===== src/rtl/answer_pkg.sv =====
// answer_pkg: constants and the FSM state type shared by unpack_answer,
// its bus interface and the packing block that produces the padded bytes.
//   SYMBOLS - symbols per answer frame
//   SYM_W   - symbol width in bits
//   BYTE_W  - width of the padded byte carrying one symbol
//   ANS_W   - width of an assembled answer (SYMBOLS * SYM_W)
//   CNT_W   - width of the per-frame symbol counter
package answer_pkg;

    localparam int SYMBOLS = 30;
    localparam int SYM_W   = 5;
    localparam int BYTE_W  = 8;
    localparam int ANS_W   = SYMBOLS * SYM_W;
    localparam int CNT_W   = $clog2(SYMBOLS);

    typedef enum logic {
        COLLECT = 1'b0,
        HOLD    = 1'b1
    } state_t;

endpackage


===== src/rtl/unpack_answer_if.sv =====
// unpack_answer_if: byte stream in, assembled answer out.
//   byte_in/byte_valid/byte_ready    - padded symbol byte handshake
//   answer_ack                       - consumer has taken answer_out
//   answer_out/answer_valid          - assembled frame and its valid flag
//   done                             - one-cycle frame completion pulse
//   pad_err                          - completed frame carried nonzero pad bits
// Modports: master = byte producer / answer consumer, slave = unpack_answer.
interface unpack_answer_if
    import answer_pkg::*;
#(
    parameter int SYMBOLS_P = SYMBOLS,
    parameter int SYM_W_P   = SYM_W,
    parameter int BYTE_W_P  = BYTE_W
);
    localparam int ANS_W_P = SYMBOLS_P * SYM_W_P;

    logic [BYTE_W_P-1:0] byte_in;
    logic                byte_valid;
    logic                byte_ready;
    logic                answer_ack;
    logic [ANS_W_P-1:0]  answer_out;
    logic                answer_valid;
    logic                done;
    logic                pad_err;

    modport master (
        output byte_in, byte_valid, answer_ack,
        input  byte_ready, answer_out, answer_valid, done, pad_err
    );

    modport slave (
        input  byte_in, byte_valid, answer_ack,
        output byte_ready, answer_out, answer_valid, done, pad_err
    );

endinterface


===== src/rtl/unpack_answer.sv =====
// unpack_answer: collects SYMBOLS padded bytes, keeps the low SYM_W bits of
// each and packs them into one ANS_W-bit answer, first byte in the MSBs.
// Ports:
//   clk   - system clock, all logic on posedge
//   rst   - synchronous active-high reset (highest priority)
//   clear - synchronous frame abort; in HOLD also acknowledges the answer
//   bus   - unpack_answer_if.slave (byte stream in, answer out)
// Optional feature: define UNPACK_ANSWER_PAD_CHECK_EN to flag frames in which
// any accepted byte had a nonzero pad field; otherwise pad_err is tied 0.
module unpack_answer
    import answer_pkg::*;
#(
    parameter int SYMBOLS = answer_pkg::SYMBOLS,
    parameter int SYM_W   = answer_pkg::SYM_W,
    parameter int BYTE_W  = answer_pkg::BYTE_W
) (
    input  logic              clk,
    input  logic              rst,
    input  logic              clear,
    unpack_answer_if.slave    bus
);

    localparam int ANS_W = SYMBOLS * SYM_W;
    localparam int CW    = $clog2(SYMBOLS);
    localparam logic [CW-1:0] LAST = CW'(SYMBOLS - 1);

    state_t             state_q, state_d;
    logic [CW-1:0]      count_q, count_d;
    logic [ANS_W-1:0]   shift_q, shift_d;
    logic [ANS_W-1:0]   answer_q, answer_d;
    logic               done_q, done_d;

    logic [SYM_W-1:0]   sym;
    logic               take;
    logic               complete;

    assign sym = bus.byte_in[SYM_W-1:0];

    // clear beats an offered byte, so a byte is taken only when clear is low
    assign take     = bus.byte_valid && (state_q == COLLECT) && !clear;
    assign complete = take && (count_q == LAST);

    always_ff @(posedge clk) begin
        if (rst) begin
            state_q  <= COLLECT;
            count_q  <= '0;
            shift_q  <= '0;
            answer_q <= '0;
            done_q   <= 1'b0;
        end else begin
            state_q  <= state_d;
            count_q  <= count_d;
            shift_q  <= shift_d;
            answer_q <= answer_d;
            done_q   <= done_d;
        end
    end

    always_comb begin
        state_d  = state_q;
        count_d  = count_q;
        shift_d  = shift_q;
        answer_d = answer_q;
        done_d   = 1'b0;

        unique case (state_q)
            COLLECT: begin
                if (clear) begin
                    count_d = '0;
                    shift_d = '0;
                end else if (complete) begin
                    // last symbol goes straight into the answer; the shift
                    // register restarts empty for the next frame
                    answer_d = {shift_q[ANS_W-SYM_W-1:0], sym};
                    done_d   = 1'b1;
                    count_d  = '0;
                    shift_d  = '0;
                    state_d  = HOLD;
                end else if (take) begin
                    shift_d = {shift_q[ANS_W-SYM_W-1:0], sym};
                    count_d = count_q + 1'b1;
                end
            end
            HOLD: begin
                if (clear || bus.answer_ack) begin
                    state_d = COLLECT;
                end
                if (clear) begin
                    count_d = '0;
                    shift_d = '0;
                end
            end
            default: state_d = COLLECT;
        endcase
    end

    assign bus.byte_ready   = (state_q == COLLECT);
    assign bus.answer_valid = (state_q == HOLD);
    assign bus.answer_out   = answer_q;
    assign bus.done         = done_q;

`ifdef UNPACK_ANSWER_PAD_CHECK_EN
    logic pad_flag_q;
    logic pad_err_q;
    logic pad_now;

    assign pad_now = |bus.byte_in[BYTE_W-1:SYM_W];

    // pad_err reflects the frame just completed and stays until the next
    // completion; the running flag is per-frame
    always_ff @(posedge clk) begin
        if (rst) begin
            pad_flag_q <= 1'b0;
            pad_err_q  <= 1'b0;
        end else if (clear) begin
            pad_flag_q <= 1'b0;
        end else if (complete) begin
            pad_err_q  <= pad_flag_q | pad_now;
            pad_flag_q <= 1'b0;
        end else if (take) begin
            pad_flag_q <= pad_flag_q | pad_now;
        end
    end

    assign bus.pad_err = pad_err_q;
`else
    assign bus.pad_err = 1'b0;
`endif

endmodule


===== src/flat_wrapper.sv =====
// flat-port wrapper written by rule: the top's interface ports become plain ports
module unpack_answer_flat import answer_pkg::*;
#(
    parameter int SYMBOLS = answer_pkg::SYMBOLS,
    parameter int SYM_W   = answer_pkg::SYM_W,
    parameter int BYTE_W  = answer_pkg::BYTE_W
)
  (clk, rst, clear, bus_byte_in, bus_byte_valid, bus_answer_ack, bus_byte_ready, bus_answer_out, bus_answer_valid, bus_done, bus_pad_err);
  unpack_answer_if bus_i ();
  input  logic clk;
  input  logic rst;
  input  logic clear;
  input wire logic [$bits(bus_i.byte_in)-1:0] bus_byte_in;
  input wire logic [$bits(bus_i.byte_valid)-1:0] bus_byte_valid;
  input wire logic [$bits(bus_i.answer_ack)-1:0] bus_answer_ack;
  output wire logic [$bits(bus_i.byte_ready)-1:0] bus_byte_ready;
  output wire logic [$bits(bus_i.answer_out)-1:0] bus_answer_out;
  output wire logic [$bits(bus_i.answer_valid)-1:0] bus_answer_valid;
  output wire logic [$bits(bus_i.done)-1:0] bus_done;
  output wire logic [$bits(bus_i.pad_err)-1:0] bus_pad_err;
  assign bus_i.byte_in = bus_byte_in;
  assign bus_i.byte_valid = bus_byte_valid;
  assign bus_i.answer_ack = bus_answer_ack;
  assign bus_byte_ready = bus_i.byte_ready;
  assign bus_answer_out = bus_i.answer_out;
  assign bus_answer_valid = bus_i.answer_valid;
  assign bus_done = bus_i.done;
  assign bus_pad_err = bus_i.pad_err;
  unpack_answer #(.SYMBOLS(SYMBOLS), .SYM_W(SYM_W), .BYTE_W(BYTE_W)) u_core (.clk(clk), .rst(rst), .clear(clear), .bus(bus_i));
endmodule

===== config.mk =====
export PLATFORM = sky130hd
export DESIGN_NAME = unpack_answer_flat
export DESIGN_NICKNAME = d
export VERILOG_FILES = /design/src/rtl/answer_pkg.sv /design/src/rtl/unpack_answer_if.sv /design/src/rtl/unpack_answer.sv /design/src/flat_wrapper.sv
export SDC_FILE = /design/constraint.sdc
export NUM_CORES = 1
export LEC_CHECK = 0
export BUFFER_PORTS_ARGS = -buffer_cell sky130_fd_sc_hd__buf_4
export CORE_UTILIZATION = 52
export CTS_BUF_LIST = sky130_fd_sc_hd__clkbuf_4 sky130_fd_sc_hd__clkbuf_8 sky130_fd_sc_hd__clkbuf_16
export DETAILED_ROUTE_END_ITERATION = 10
export PLACE_DENSITY = 0.84
export SYNTH_ARGS = -nofsm -noshare
export SYNTH_HDL_FRONTEND = slang
export SYNTH_SLANG_ARGS = --single-unit
export TNS_END_PERCENT = 50

===== constraint.sdc =====
create_clock -name clk -period 1.65 [get_ports clk]
set_input_delay 0.33 -clock clk [delete_from_list [all_inputs] [get_ports clk]]
set_output_delay 0.33 -clock clk [all_outputs]
set_load 0.03 [all_outputs]

=== Yosys cells after proc, flatten, opt, wreduce, memory -nomap -nowiden ===
Index checks and enable logic that the tools add are counted.

* Latch bits: 0
* Logic and storage cells: 33
* Output and inout bits: 154
* Flip-flop bits (word level): 302
* Memory bits (writable): 0
* Memory bits (read-only): 0
* Memories: 0

* $add $sub $neg: 1
* Bitwise logic cells: 2
* Equality and inequality tests: 3
* $mul: 0
* Muxes and demuxes: 14
* Shift-type cells: 0
* Reductions and logical operators: 8
* Magnitude comparators: 0
* Div/mod/pow operators: 0

{| class="wikitable"
|+ Operators by type and width
! kind !! number
|-
| 145-bit two-way mux || 4
|-
| 145-bit one-hot mux with 2 select lines || 1
|-
| 5-bit two-way mux || 4
|-
| 5-bit one-hot mux with 2 select lines || 1
|-
| 5-bit by 1-bit adder with 5-bit output, second input constant || 1
|-
| 5-bit equality test, second input constant || 1
|-
| 4-bit by 2-bit != test with 1-bit output, second input constant || 1
|-
| 1-bit logical AND || 3
|-
| 1-bit two-way mux || 3
|-
| 3-bit AND reduction || 1
|-
| 2-bit != test, second input constant || 1
|-
| 1-bit inverter || 2
|-
| 1-bit one-hot mux with 2 select lines || 1
|-
| 2-bit AND reduction || 1
|-
| 2-bit OR reduction || 1
|-
| 1-bit zero test || 1
|-
| 1-bit logical OR || 1
|}

=== Longest topological paths before layout ===
Gate-level depths: netlist of the first run.

* Word-level depth: 7
* Depth in mapped cells: 8
* Mapped depth without buffers: 5

=== Worst setup path before layout of the first run ===
Ideal clock, no wire load.

* Kind: reg-to-reg
* Start point: register u_core.count_q[0]
* End point: register u_core.answer_q[100], in the netlist u_core.bus.answer_out[100]
* Setup time: 0.072 ns
* Data required time: 1.578 ns
* Cell stages (with the launch flop): 8
* Arrival: 1.489 ns
* Path slack: 0.090 ns
* Buffers on the path: 3
* Path through: dfxtp_1 ha_1 nand4_2 nor3_1 buf_2 buf_8 buf_8 mux2i_1

* Cells in the longest elaborated chain, start to end: 3

{| class="wikitable"
|+ Ends and longest elaborated chain
! item !! line !! source
|-
| start, declared || unpack_answer.sv:28 || <nowiki>logic [CW-1:0] count_q, count_d;</nowiki>
|-
| start signal, assigned || unpack_answer.sv:52 || <nowiki>count_q <= count_d;</nowiki>
|-
| 5-bit equality test || unpack_answer.sv:41 || <nowiki>assign complete = take && (count_q == LAST);</nowiki>
|-
| 1-bit logical AND || unpack_answer.sv:41 ||
|-
| 3-bit AND reduction (no source line) || - ||
|-
| end signal, assigned || unpack_answer.sv:54 || <nowiki>answer_q <= answer_d;</nowiki>
|-
| end, declared || unpack_answer.sv:30 || <nowiki>logic [ANS_W-1:0] answer_q, answer_d;</nowiki>
|}

Every way passes these cells.
A chain may end at the register's enable or synchronous reset.

=== Final worst setup path of the first run ===
* Start point: register u_core.count_q[1]
* End point: register u_core.answer_q[121], in the netlist u_core.bus.answer_out[121]

The elaborated chain is that of the path after synthesis.

==> results.yml, run 1 <==
run_status:
  status: "finished with violations"
  violations: "setup timing"
route:
  vias: 9407
  via_per_inst: 5.270
  wl_per_cell_um: 15.04
  wirelength_um: 26850
  drc: 0
  ant_nets: 0
  drtPass1Iterations: 4
  drt-initial-drc-count: 593
synth:
  syn_inst: 1337
  synth-edff-count: 0
  synth_xor_area_frac: 0
  synth_seq_area_share: 0.4947
  yosys.area_share.adder: 0.002048
  synthTopCellsByArea: "dfxtp_1, nand2b_1, mux2i_1, a21oi_1, nand3_1"
  ys_async_sr_fraction: 0
  yosys_warnings: 0
  yosysUniqueCellTypes: 25
  synth-simple-area-share: 0.2669
  synth_top_area_frac: 0.4947
  avgSynthCellArea_sq_um: 9.140
  ys_ff_latch: 302
  synth_top_family_by_area: "simple AND/OR/NAND/NOR gates"
  yosys.area.top_type: "dfxtp_1"
  synth_compound_area_frac: 0.06358
  syn_area_sq_um: 12220
  synth_ff_type: "dfxtp_1"
  syn_nets: 1352
  synthMuxAreaShare: 0.1229
placement:
  placement.cell_area_sq_um: 13720
  gp_congestion: 0.7587
  port_buffers: 162
  hpwl_um: 16100
timing:
  fin_tns_setup_ps: -2.598
  rsz0062_at_grt: "yes"
  hold_violations: 0
  min_period_over_period: 1.002
  drv_slew: 0
  clock_skew_ps: 7.058
  min_period_ps: 1653
  clock.fmax_mhz: 605.1
  final.setup.worst_slack_ps: -2.598
  finalSetupViolations: 1
global_route:
  grt_pass1_wl_um: 42630
  antenna_found_initial: 0
  grt_max_degree: 161
  grt_pass1_vias: 8647
  grt_use_total: 0.2101
  gr-total-overflow: 0
worst_hold_path:
  hp-class: "input pin to flop"
floorplan:
  coreArea_sq_um: 22850
  initial_core_util: 0.5349
  fp.dieArea_sq_um: 24120
  die_w_um: 155.3
  core.rowCount: 55
  pin_count: 167
  die_h_um: 155.3
cells_and_area:
  areaGrowthSynthToFinish_pct: 22.21
  ff_latch_area_sq_um: 6050
  final_area_sq_um: 14930
  drive_gt1_frac: 0.1814
  multiInputGateArea_sq_um: 5638
  antenna_cells: 0
  finalNetCount: 1469
  fin_util: 0.6537
  num-fill-cells: 1818
pwr:
  ir_drop_mv: 0.9365
  power_density_nw_per_um2: 999.5
  p_leak_uw: 0.005034
worst_setup_path:
  startpoint_type: "flop"
  worst_ep_arrival_time_ps: 2090
  critical_path_class: "flop to flop"
  crit_path_end_kind: "flop"
  cp_data_required_time_ps: 2090
  cp_max_fo: 25
clock_network:
  h-tree-depth: 1
  cts_hold_buf: 0
  clkSinkCount: 302
  cts_tree: "done"
  clk_path_buf_depth: 3
  clk_latency_ps: 530
  cts_buffers: 29
  cts-root-buf: "clkbuf_16"
  clk_pin_slew_worst_paths_ps: 70
flow_run:
  maxCapViolations: 0
## cells by family after synthesis
logic type                 count (synthesis)
adders and majority gates                  2
muxes                                    150
AOI/OAI and AO/OA                        153
other                                      1
buffers and inverters                    119
and+or+nand+nor                          610
DFF                                      302
## cells in the final DEF, fill, tap and decap left out
| cell type | n |
|---|---|
| dfxtp_1 | 299 |
| nor3_4 | 1 |
| bufinv_16 | 6 |
| a31oi_1 | 1 |
| nand4_4 | 1 |
| clkinv_2 | 3 |
| conb_1 | 1 |
| o21ai_0 | 1 |
| nor2b_4 | 1 |
| clkbuf_16 | 32 |
| nand2_1 | 149 |
| a41oi_1 | 1 |
| dfxtp_2 | 3 |
| or3_1 | 3 |
| buf_6 | 7 |
| mux2i_1 | 145 |
| nand2b_1 | 300 |
| ha_1 | 1 |
| a21oi_1 | 148 |
| inv_2 | 1 |
| mux2i_2 | 5 |
| or2_4 | 1 |
| clkbuf_4 | 6 |
| buf_4 | 176 |
| o22ai_1 | 1 |
| nor2b_1 | 1 |
| and4_1 | 1 |
| nand3_1 | 147 |
| buf_12 | 14 |
| inv_1 | 1 |
| o211a_1 | 1 |
| buf_8 | 2 |
| nor3_1 | 4 |
| nand2b_4 | 1 |
| buf_16 | 1 |
| clkbuf_8 | 5 |
| ha_4 | 1 |
## report_power, final
group	total [uW]	switching [uW]	leakage [uW]	internal (uW)
clock network	7160	2700	0.000517	4460
registers	7300	5.70	0.00243	7300
logic	466	282	0.00208	184
## layer usage
| layer | share of wire | track usage |
|---|---|---|
| met1 | 0.46 | 0.2918 |
| met2 | 0.48 | 0.3462 |
| met3 | 0.045 | 0.02563 |
| met4 | 0.015 | 0.05462 |
| met5 | 0 | 0 |
## cell usage after synthesis, types with 3 or more instances
| library cell | n |
|---|---|
| dfxtp_1 | 302 |
| nand2b_1 | 301 |
| mux2i_1 | 150 |
| nand2_1 | 149 |
| a21oi_1 | 148 |
| nand3_1 | 147 |
| clkbuf_1 | 73 |
| buf_1 | 17 |
| buf_8 | 11 |
| buf_2 | 10 |
| buf_4 | 6 |
| nor3_1 | 5 |
| or3_1 | 3 |
## what timing repair did
item / CTS / global route
gates resized for setup: 0 / 25
endpoints found under the setup margin: 14 / 136
buffers inserted: 0 / 1
gates cloned: 0 / 4
## flip-flops by register name, indices dropped and copies added (netlist names)
register	cells
u_core.count_q	5
u_core.bus.answer_out	150
u_core.shift_q	145
u_core.bus.done	1
u_core.bus.answer_valid	1
## worst paths after layout
path / startpoint / endpoint / slack [ps] / cells past startpoint
worst min-delay path: bus_byte_in[0] / u_core.bus.answer_out[0]$_SDFFE_PP0P_ / 80 / 3
worst max register to register: u_core.count_q[1]$_SDFFE_PP0P_ / u_core.bus.answer_out[121]$_SDFFE_PP0P_ / -3 / 7
worst min register to register: u_core.shift_q[144]$_SDFFE_PP0P_ / u_core.shift_q[144]$_SDFFE_PP0P_ / 460 / 2
worst max-delay path: u_core.count_q[1]$_SDFFE_PP0P_ / u_core.bus.answer_out[121]$_SDFFE_PP0P_ / -3 / 7
## per-stage QoR
| step | instances | total power [uW] | hold WS (ps) | worst slack [ps] |
|---|---|---|---|---|
| after global placement | 1731 | 7924 | 442.9 | 49.80 |
| after global routing | 1785 | 15360 | 75.58 | -63.49 |
| final | 1785 | 14930 | 83.44 | -2.598 |
| after detailed placement | 1731 | 7926 | 450.5 | -17.64 |
| after floorplan | 1337 | 7801 | 432.4 | 89.66 |
| after CTS | 1780 | 15020 | 65.04 | -36.41 |
## worst max-delay path: stages, from the launching register on
cell and delay, ps:
dfxtp_2 320, inv_2 60, ha_4 140, nand4_4 140
nor3_4 240, buf_8 210, buf_16 210, mux2i_1 230
## layout make-up
class | instances | area share
repair buffers | 203 | 0.1214
well taps | 313 | 0.02622
clock inverters | 9 | 0.01307
multi-input cells | 916 | 0.3775
clock buffers | 40 | 0.05622
flip-flops and latches | 302 | 0.4051
inverters | 2 | 0.0005027
Power figures use the tool's default switching activity.
==> run 2: changes to the inputs <==
--- a/config.mk
+++ b/config.mk
@@ -6,11 +6,11 @@
 export NUM_CORES = 1
 export LEC_CHECK = 0
 export BUFFER_PORTS_ARGS = -buffer_cell sky130_fd_sc_hd__buf_4
-export CORE_UTILIZATION = 52
-export CTS_BUF_LIST = sky130_fd_sc_hd__clkbuf_4 sky130_fd_sc_hd__clkbuf_8 sky130_fd_sc_hd__clkbuf_16
+export CORE_UTILIZATION = 54
+export CTS_BUF_LIST = sky130_fd_sc_hd__clkbuf_4
 export DETAILED_ROUTE_END_ITERATION = 10
-export PLACE_DENSITY = 0.84
+export PLACE_DENSITY = 0.87
 export SYNTH_ARGS = -nofsm -noshare
 export SYNTH_HDL_FRONTEND = slang
 export SYNTH_SLANG_ARGS = --single-unit
-export TNS_END_PERCENT = 50
+export TNS_END_PERCENT = 20
==> constraint.sdc (replaced) <==
create_clock -name clk -period 1.65 [get_ports clk]
set_input_delay 0.33 -clock clk [delete_from_list [all_inputs] [get_ports clk]]
set_output_delay 0.33 -clock clk [all_outputs]
set_load 0.05 [all_outputs]
==> results.yml, run 2 (synthesis results as in run 1) <==
route:
  wirelength_um: 29690
  wl_per_cell_um: 16.11
  vias: 9956
  drc: 12
  drt-initial-drc-count: 737
  ant_nets: 0
  drtPass1Iterations: 8
  via_per_inst: 5.402
worst_setup_path:
  cpPeakStageDelay_ps: 320
  startpoint_type: "flop"
  crit_top_cell: "buf_12"
  crit_path_end_kind: "flop"
  cp_data_required_time_ps: 2220
  r2r_cells: 8
  cp_top_family: "buffers and inverters"
  crit_buf_inv: 4
  cp_slowest_cell: "dfxtp_2"
  crit_cells: 8
  cp_max_fo: 10
  worstPathCellList: "inv_2 > ha_4 > nand4_4 > nor3_4 > buf_12 > buf_12 > clkbuf_16 > mux2i_1"
  critical_path_class: "flop to flop"
  worst_ep_arrival_time_ps: 2250
global_route:
  grt_pass1_wl_um: 44970
  gr-total-overflow: 0
  grt_use_total: 0.2307
  grt_max_degree: 166
  grt_pass1_vias: 9379
  antenna_found_initial: 1
timing:
  clock_skew_ps: 35.56
  min_period_ps: 1676
  tightest_slew_ps: 599.8
  min_period_over_period: 1.016
  drv_slew: 0
  final.setup.worst_slack_ps: -25.82
  rsz0062_at_grt: "yes"
  relSlewSlack: 0.6002
  clock.fmax_mhz: 596.7
  hold_slack_ps: 286.2
  finalSetupViolations: 8
  hold_violations: 0
pwr:
  ir_drop_mv: 0.4748
  power_density_nw_per_um2: 936.5
  p_leak_uw: 0.005260
  total_power_uw: 14280
cells_and_area:
  drive_gt1_frac: 0.2215
  layout_common_cells: "nand2b_1, dfxtp_1, buf_4"
  largest_reg_flops: 150
  finalNetCount: 1539
  layout_commonest_cell: "nand2b_1"
  areaGrowthSynthToFinish_pct: 24.76
  finalNonFillerCells: 1843
  final_area_sq_um: 15250
clock_network:
  cts_tree: "done"
  clk_pin_slew_worst_paths_ps: 60
  cts_buffers: 77
  clkSinkCount: 302
  clk_latency_ps: 670
  h-tree-depth: 3
  clk_path_buf_depth: 3
  cts-root-buf: "clkbuf_4"
flow_run:
  maxCapViolations: 0
floorplan:
  fp.dieArea_sq_um: 23240
  core.rowCount: 54
  pin_count: 167
  initial_core_util: 0.5548
  die_w_um: 152.4
  coreArea_sq_um: 22030
  die_h_um: 152.4
placement:
  place_inst: 1698
  hpwl_um: 16370
  placement.cell_area_sq_um: 13720
  port_buffers: 162
  gp_congestion: 0.7659
worst_hold_path:
  hp-class: "input pin to flop"
  hold-path-cell-count: 5
run_status:
  violations: "DRC, setup timing"
  status: "finished with violations"
run 2: cell type report:
type,instances,area (sq um)
antenna,1,2.502
clock buffer,106,795.8
clock inverter,11,151.4
fill,1613,6780
inverter,2,7.507
multi-input combinational,916,5627
sequential,302,6052
tap,280,350.3
timing repair buffer,225,2260
run 2: metal layers:
metal / vias to the layer above / routed length, um / track usage
met4: 0 / 902 / 0.1087
met2: 326 / 14210 / 0.3689
met1: 4741 / 12950 / 0.3013
met3: 62 / 1625 / 0.04494
met5: - / 0 / 0
li1: 4827 / - / -
run 2: tightest hold or removal path: stages:
cell,delay (ps)
buf_4,110
nand2b_4,80
buf_12,210
nand2_1,100
a21oi_1,50
run 2: path summary, 6_finish.rpt:
| path | slack (ps) | start | to |
|---|---|---|---|
| setup reg to reg | -30 | u_core.count_q[1]$_SDFFE_PP0P_ | u_core.bus.answer_out[104]$_SDFFE_PP0P_ |
| hold reg to reg | 460 | u_core.shift_q[142]$_SDFFE_PP0P_ | u_core.shift_q[142]$_SDFFE_PP0P_ |
| hold / removal | 290 | bus_byte_valid | u_core.shift_q[107]$_SDFFE_PP0P_ |
| setup / recovery | -30 | u_core.count_q[1]$_SDFFE_PP0P_ | u_core.bus.answer_out[104]$_SDFFE_PP0P_ |
run 2: metrics by stage:
stage / setup WS, ps / TNS, ps / utilization
detailed placement: -19.24 / -29.60 / 0.6229
floorplan: 89.66 / 0 / -
finish: -25.82 / -82.90 / 0.6922
global route: -107.2 / -8358 / 0.6922
global placement: 44.46 / 0 / 0.6229
CTS: -23.00 / -56.07 / 0.6693
run 2: what timing repair did:
item                                    in CTS  in global routing
gates cloned                                 0                 15
gates resized for setup                      3                 24
hold endpoints to repair                    11                  0
hold buffers                                 6                  0
pin swaps                                    0                  2
setup buffers                                0                  6
endpoints found under the setup margin       7                150
run 2: power by group:
group / switching (uW) / total (uW) / internal, uW
clock network: 2920 / 6470 / 3550
logic: 295 / 506 / 210
registers: 5.32 / 7300 / 7290
total: 3220 / 14300 / 11100
